$ cat src/rtl/queen_board_checker_pkg.sv
// Shared constants and state encoding for the eight-queens board checker.
package queen_board_checker_pkg;

  localparam int unsigned BOARD_SIZE = 8;
  localparam int unsigned ROW_W      = 3;
  localparam int unsigned DIFF_W     = 6;

  typedef enum logic [1:0] {
    COLLECT = 2'd0,
    CHECK   = 2'd1,
    REPORT  = 2'd2
  } state_e;

endpackage

$ cat src/rtl/onehot_to_index.sv
// Combinational one-hot to binary index; o_valid is set only for exactly one bit.
module onehot_to_index
  import queen_board_checker_pkg::*;
#(
  parameter int unsigned WIDTH = BOARD_SIZE
) (
  input  logic [WIDTH-1:0] i_onehot,
  output logic [ROW_W-1:0] o_index,
  output logic             o_valid
);

  always_comb begin
    o_index = '0;
    for (int k = 0; k < WIDTH; k++) begin
      if (i_onehot[k]) o_index = o_index | ROW_W'(k);
    end
  end

  // x & (x-1) clears the lowest set bit, so zero means at most one bit was set
  assign o_valid = (i_onehot != '0) && ((i_onehot & (i_onehot - WIDTH'(1))) == '0);

endmodule

$ cat config.mk
export PLATFORM = sky130hd
export DESIGN_NAME = onehot_to_index
export DESIGN_NICKNAME = d
export VERILOG_FILES = /design/src/rtl/queen_board_checker_pkg.sv /design/src/rtl/onehot_to_index.sv
export SDC_FILE = /design/constraint.sdc
export NUM_CORES = 1
export LEC_CHECK = 0
export ABC_AREA = 1
export ABC_CLOCK_PERIOD_IN_PS = 800
export CORE_AREA = 2 2 39 41
export DETAILED_ROUTE_END_ITERATION = 12
export DIE_AREA = 0 0 41 43
export PLACE_DENSITY_LB_ADDON = 0.1
export SYNTH_ARGS = -nofsm -noshare
export SYNTH_HDL_FRONTEND = slang
export SYNTH_SLANG_ARGS = --single-unit
export TNS_END_PERCENT = 30
$ cat constraint.sdc
create_clock -name vclk -period 0.8
set_input_delay 0.12 -clock vclk [all_inputs]
set_output_delay 0.12 -clock vclk [all_outputs]
set_load 0.005 [all_outputs]
== Word-level counts from Yosys, hierarchy flattened ==
Cells that the tools add are included.

* Bits in registers: 0
* Output and inout bits: 4
* Word-level logic and storage cells: 12

* Bitwise logic cells: 1
* Reductions and logical operators: 3
* $add $sub $neg: 1
* Muxes and demuxes: 7

{| class="wikitable"
|+ Operators by type and width
! cell !! count
|-
| $mux W3 || 4
|-
| $and A8 B8 Y8 || 1
|-
| $logic_not A8 Y1 || 1
|-
| $reduce_bool A8 Y1 || 1
|-
| $sub A8 B1 Y8 const B || 1
|-
| $mux W2 || 2
|-
| $logic_and A1 B1 Y1 || 1
|-
| $mux W1 || 1
|}

== Longest topological paths before layout ==
* Depth in word-level cells: 7
* Depth in mapped cells: 7
* Depth with buffers taken out: 7

== Worst setup path before layout ==
OpenSTA, ideal clock, no wires.

* Path kind: input -> output
* Start point: input port i_onehot[5]
* End point: output port o_valid
* Arrival: 0.602 ns
* Path buffers: 0
* Slack: 0.078 ns
* Stages: 5
* Cell sequence: nor2_2 > nand2_2 > nor3_2 > nor2_1 > nor2_1

* Word-level cells in the longest chain between the ends: 4
* Elaborated cells between the ends (all ways): 5
* Those cells by class: 1 x add/sub; 1 x bitwise; 3 x reduce/logical

{| class="wikitable"
|+ Ends and longest elaborated chain
! what !! RTL line !! RTL
|-
| start, declared || onehot_to_index.sv:7 || <nowiki>input logic [WIDTH-1:0] i_onehot,</nowiki>
|-
| $sub A8 B1 Y8 || onehot_to_index.sv:20 || <nowiki>assign o_valid = (i_onehot != '0) && ((i_onehot & (i_onehot - WIDTH'(1))) == '0);</nowiki>
|-
| $and A8 B8 Y8 || onehot_to_index.sv:20 ||
|-
| $logic_not A8 Y1 || onehot_to_index.sv:20 ||
|-
| $logic_and A1 B1 Y1 * || onehot_to_index.sv:20 ||
|-
| end, declared || onehot_to_index.sv:9 || <nowiki>output logic o_valid</nowiki>
|}

Every way passes the cells marked *; elsewhere a longest branch is shown, timed or not.

== Worst setup path after layout ==
* Start point: input port i_onehot[4]
* End point: output port o_valid

The elaborated chain is that of the path after synthesis.

==> results by group <==
Power
  • Cell area power density: 416 mW/mm^2
  • Peak supply drop: ~0.00014 V
  • Pleak: 0.194 nW

Timing
  • Final Max Tran Viols: 0
  • Max frequency: 1070 MHz
  • Least-Margin Pin Slew: 0.123 ns
  • Final setup fails: 2
  • Max-slew headroom: 91.8%
  • Fin crit share: 116%
  • RSZ-0062 raised after global routing: true
  • Min Tclk post-route: 0.931 ns
  • Final Worst Setup Slack: -0.131 ns
  • Final Hold Fails: 0

Worst setup path
  • Crit. End Element: output port
  • Crit Path Max Fanout: 3
  • Worst Setup Path Type: in -> out
  • CP Launch Type: primary input
  • Critical path arrival: 0.81 ns
  • CP required: 0.68 ns

Logic synthesis
  • Dominant cell type by area after synthesis: nand2_1
  • Synth warn: 0
  • Synthesized instance count: 34
  • Synth Cell Area: 150 um^2
  • Post-synth top area share: 25.0%
  • Syn Nets: 42
  • Yosys cell types: 8
  • Avg Cell Area, Syn: 4.42 um^2
  • Ranking of synthesized cells by area: nand2_1 25%, nor2_1 23%, inv_1 15%
  • Sequential fraction of the synthesis area: 0%

Worst hold path
  • Worst Hold End: o_index[0]
  • HP Start: i_onehot[5]
  • HP Class: in -> out
  • Hold Path Stages: 5

Run
  • Max-cap violations: 0

Floorplan
  • Die width: 41 um
  • Die ar.: 0.00176 mm^2
  • Row count: 14
  • I/O Pins: 12
  • CORE AREA: 0.00138 mm^2
  • Die height: roughly 43 um
  • Initial Util: a little over a tenth

Cells and area
  • Area growth, synth to finish: 142%
  • Share of cells above drive strength 1: between 50 and 60%
  • Post-layout util: 26.3%
  • Seq. cell area: 0 um^2
  • Diodes inserted: 0
  • Design area: 364 um^2
  • Layout Nets: 66
  • Clock buffers: 0
  • Seq_cells: 0

Global route
  • First-pass GRT wire length: ~770 um
  • Largest net degree at the start of global routing: 4
  • Gr usage total: approximately 6.0%
  • Vias in the first global route: 204
  • Gr ovfl total: 0
  • Initial antenna violation count: 0

Route
  • WL final: between 400 and 500 um
  • # DRC: 0
  • Via count: 263
  • Drt pass-1 iters: 1
  • Final ANT Viol Nets: 0
  • Avg Vias per Cell: 3.65
  • DR iter-0 viols: 0
  • Drt wl/cell: just under 7 um

Placed design
  • Routability congestion estimate: 0.711
  • Cell Area, Placed: 350 um^2
  • Detailed placement HPWL: 448 um
  • I/O Buffers: 12

Run status
  • Outcome: complete, but fails checks
  • Failing checks: negative setup slack

Clock network
  • Hold_buf cts: 0
## stage by stage
| stage | worst slack [ns] | total power [mW] | cells | hold WS (ns) | TNS [ns] |
|---|---|---|---|---|---|
| 3_3_place_gp | -0.965 | 0.141 | 70 | 1.36 | -3.09 |
| 3_5_place_dp | -0.945 | 0.139 | 70 | 1.35 | -3.05 |
| 5_1_grt | -0.203 | 0.168 | 72 | 0.649 | -0.371 |
| 2_1_floorplan | 0.0783 | 0.0439 | 34 | 0.323 | 0 |
| 6_report | -0.131 | 0.151 | 72 | 0.604 | -0.242 |
| 4_1_cts | -0.181 | 0.147 | 71 | 0.658 | -0.269 |
## cells in the final DEF, fill, tap and decap left out, drive strengths merged
| cell | synthesis | final |
|---|---|---|
| inv | 6 | 6 |
| nor3 | 1 | 1 |
| nor2 | 11 | 11 |
| nand3 | 4 | 4 |
| buf | 0 | 22 |
| nand2 | 11 | 11 |
| nand3b | 1 | 1 |
## cell families after synthesis
kind of cell | count (synthesis) | share of synthesized area, %
buf+inv | 6 | 15.0
simple gates | 28 | 85.0
## worst max-delay path: stages
cell and delay (ns):
buf_2 0.13, nor2_4 0.10, nand2_2 0.06, nor2_1 0.10
nor2_1 0.05, nor2_1 0.09, nor2_1 0.04, buf_2 0.12
## where the power goes
group / switching (mW) / leakage, nW / internal, mW
Combinational: 0.0637 / 0.194 / 0.0877
Sequential: 0 / 0 / 0
Clock: 0 / 0 / 0
Total: 0.0637 / 0.194 / 0.0877
## synth_stat cells
master,n
nor2_1,9
inv_1,6
nand3b_1,1
nor2_2,2
nor3_2,1
nand2_1,10
nand3_1,4
nand2_2,1
## worst max path at each step
stage,startpoint,endpoint,slack (ns)
floorplan,i_onehot[5],o_valid,0.08
global placement,i_onehot[3],o_valid,-0.97
detailed placement,i_onehot[3],o_valid,-0.95
CTS,i_onehot[2],o_valid,-0.18
global route,i_onehot[3],o_valid,-0.20
finish,i_onehot[4],o_valid,-0.13
## area by class of cell
class	count	area, um^2
fill	172	1020
inverter	6	22.5
tap	16	20.0
timing repair buffer	22	171
multi-input combinational	28	150
## routing by layer
layer / GRT usage (%) / vias to the layer above / part of all wire, %
met4: 0 / 0 / 0
met1: 7.59 / 110 / 38
met2: 11.3 / 7 / 55
met3: 0 / 0 / 6.4
met5: 0 / - / 0
li1: - / 146 / -
## timing repair
action / in CTS / in global routing
resized for setup: 61 / 6
gates cloned: 0 / 0
setup endpoints to repair: 4 / 4
setup buffers: 1 / 1
pin swaps: 9 / 9
Power figures use the tool's default switching activity.
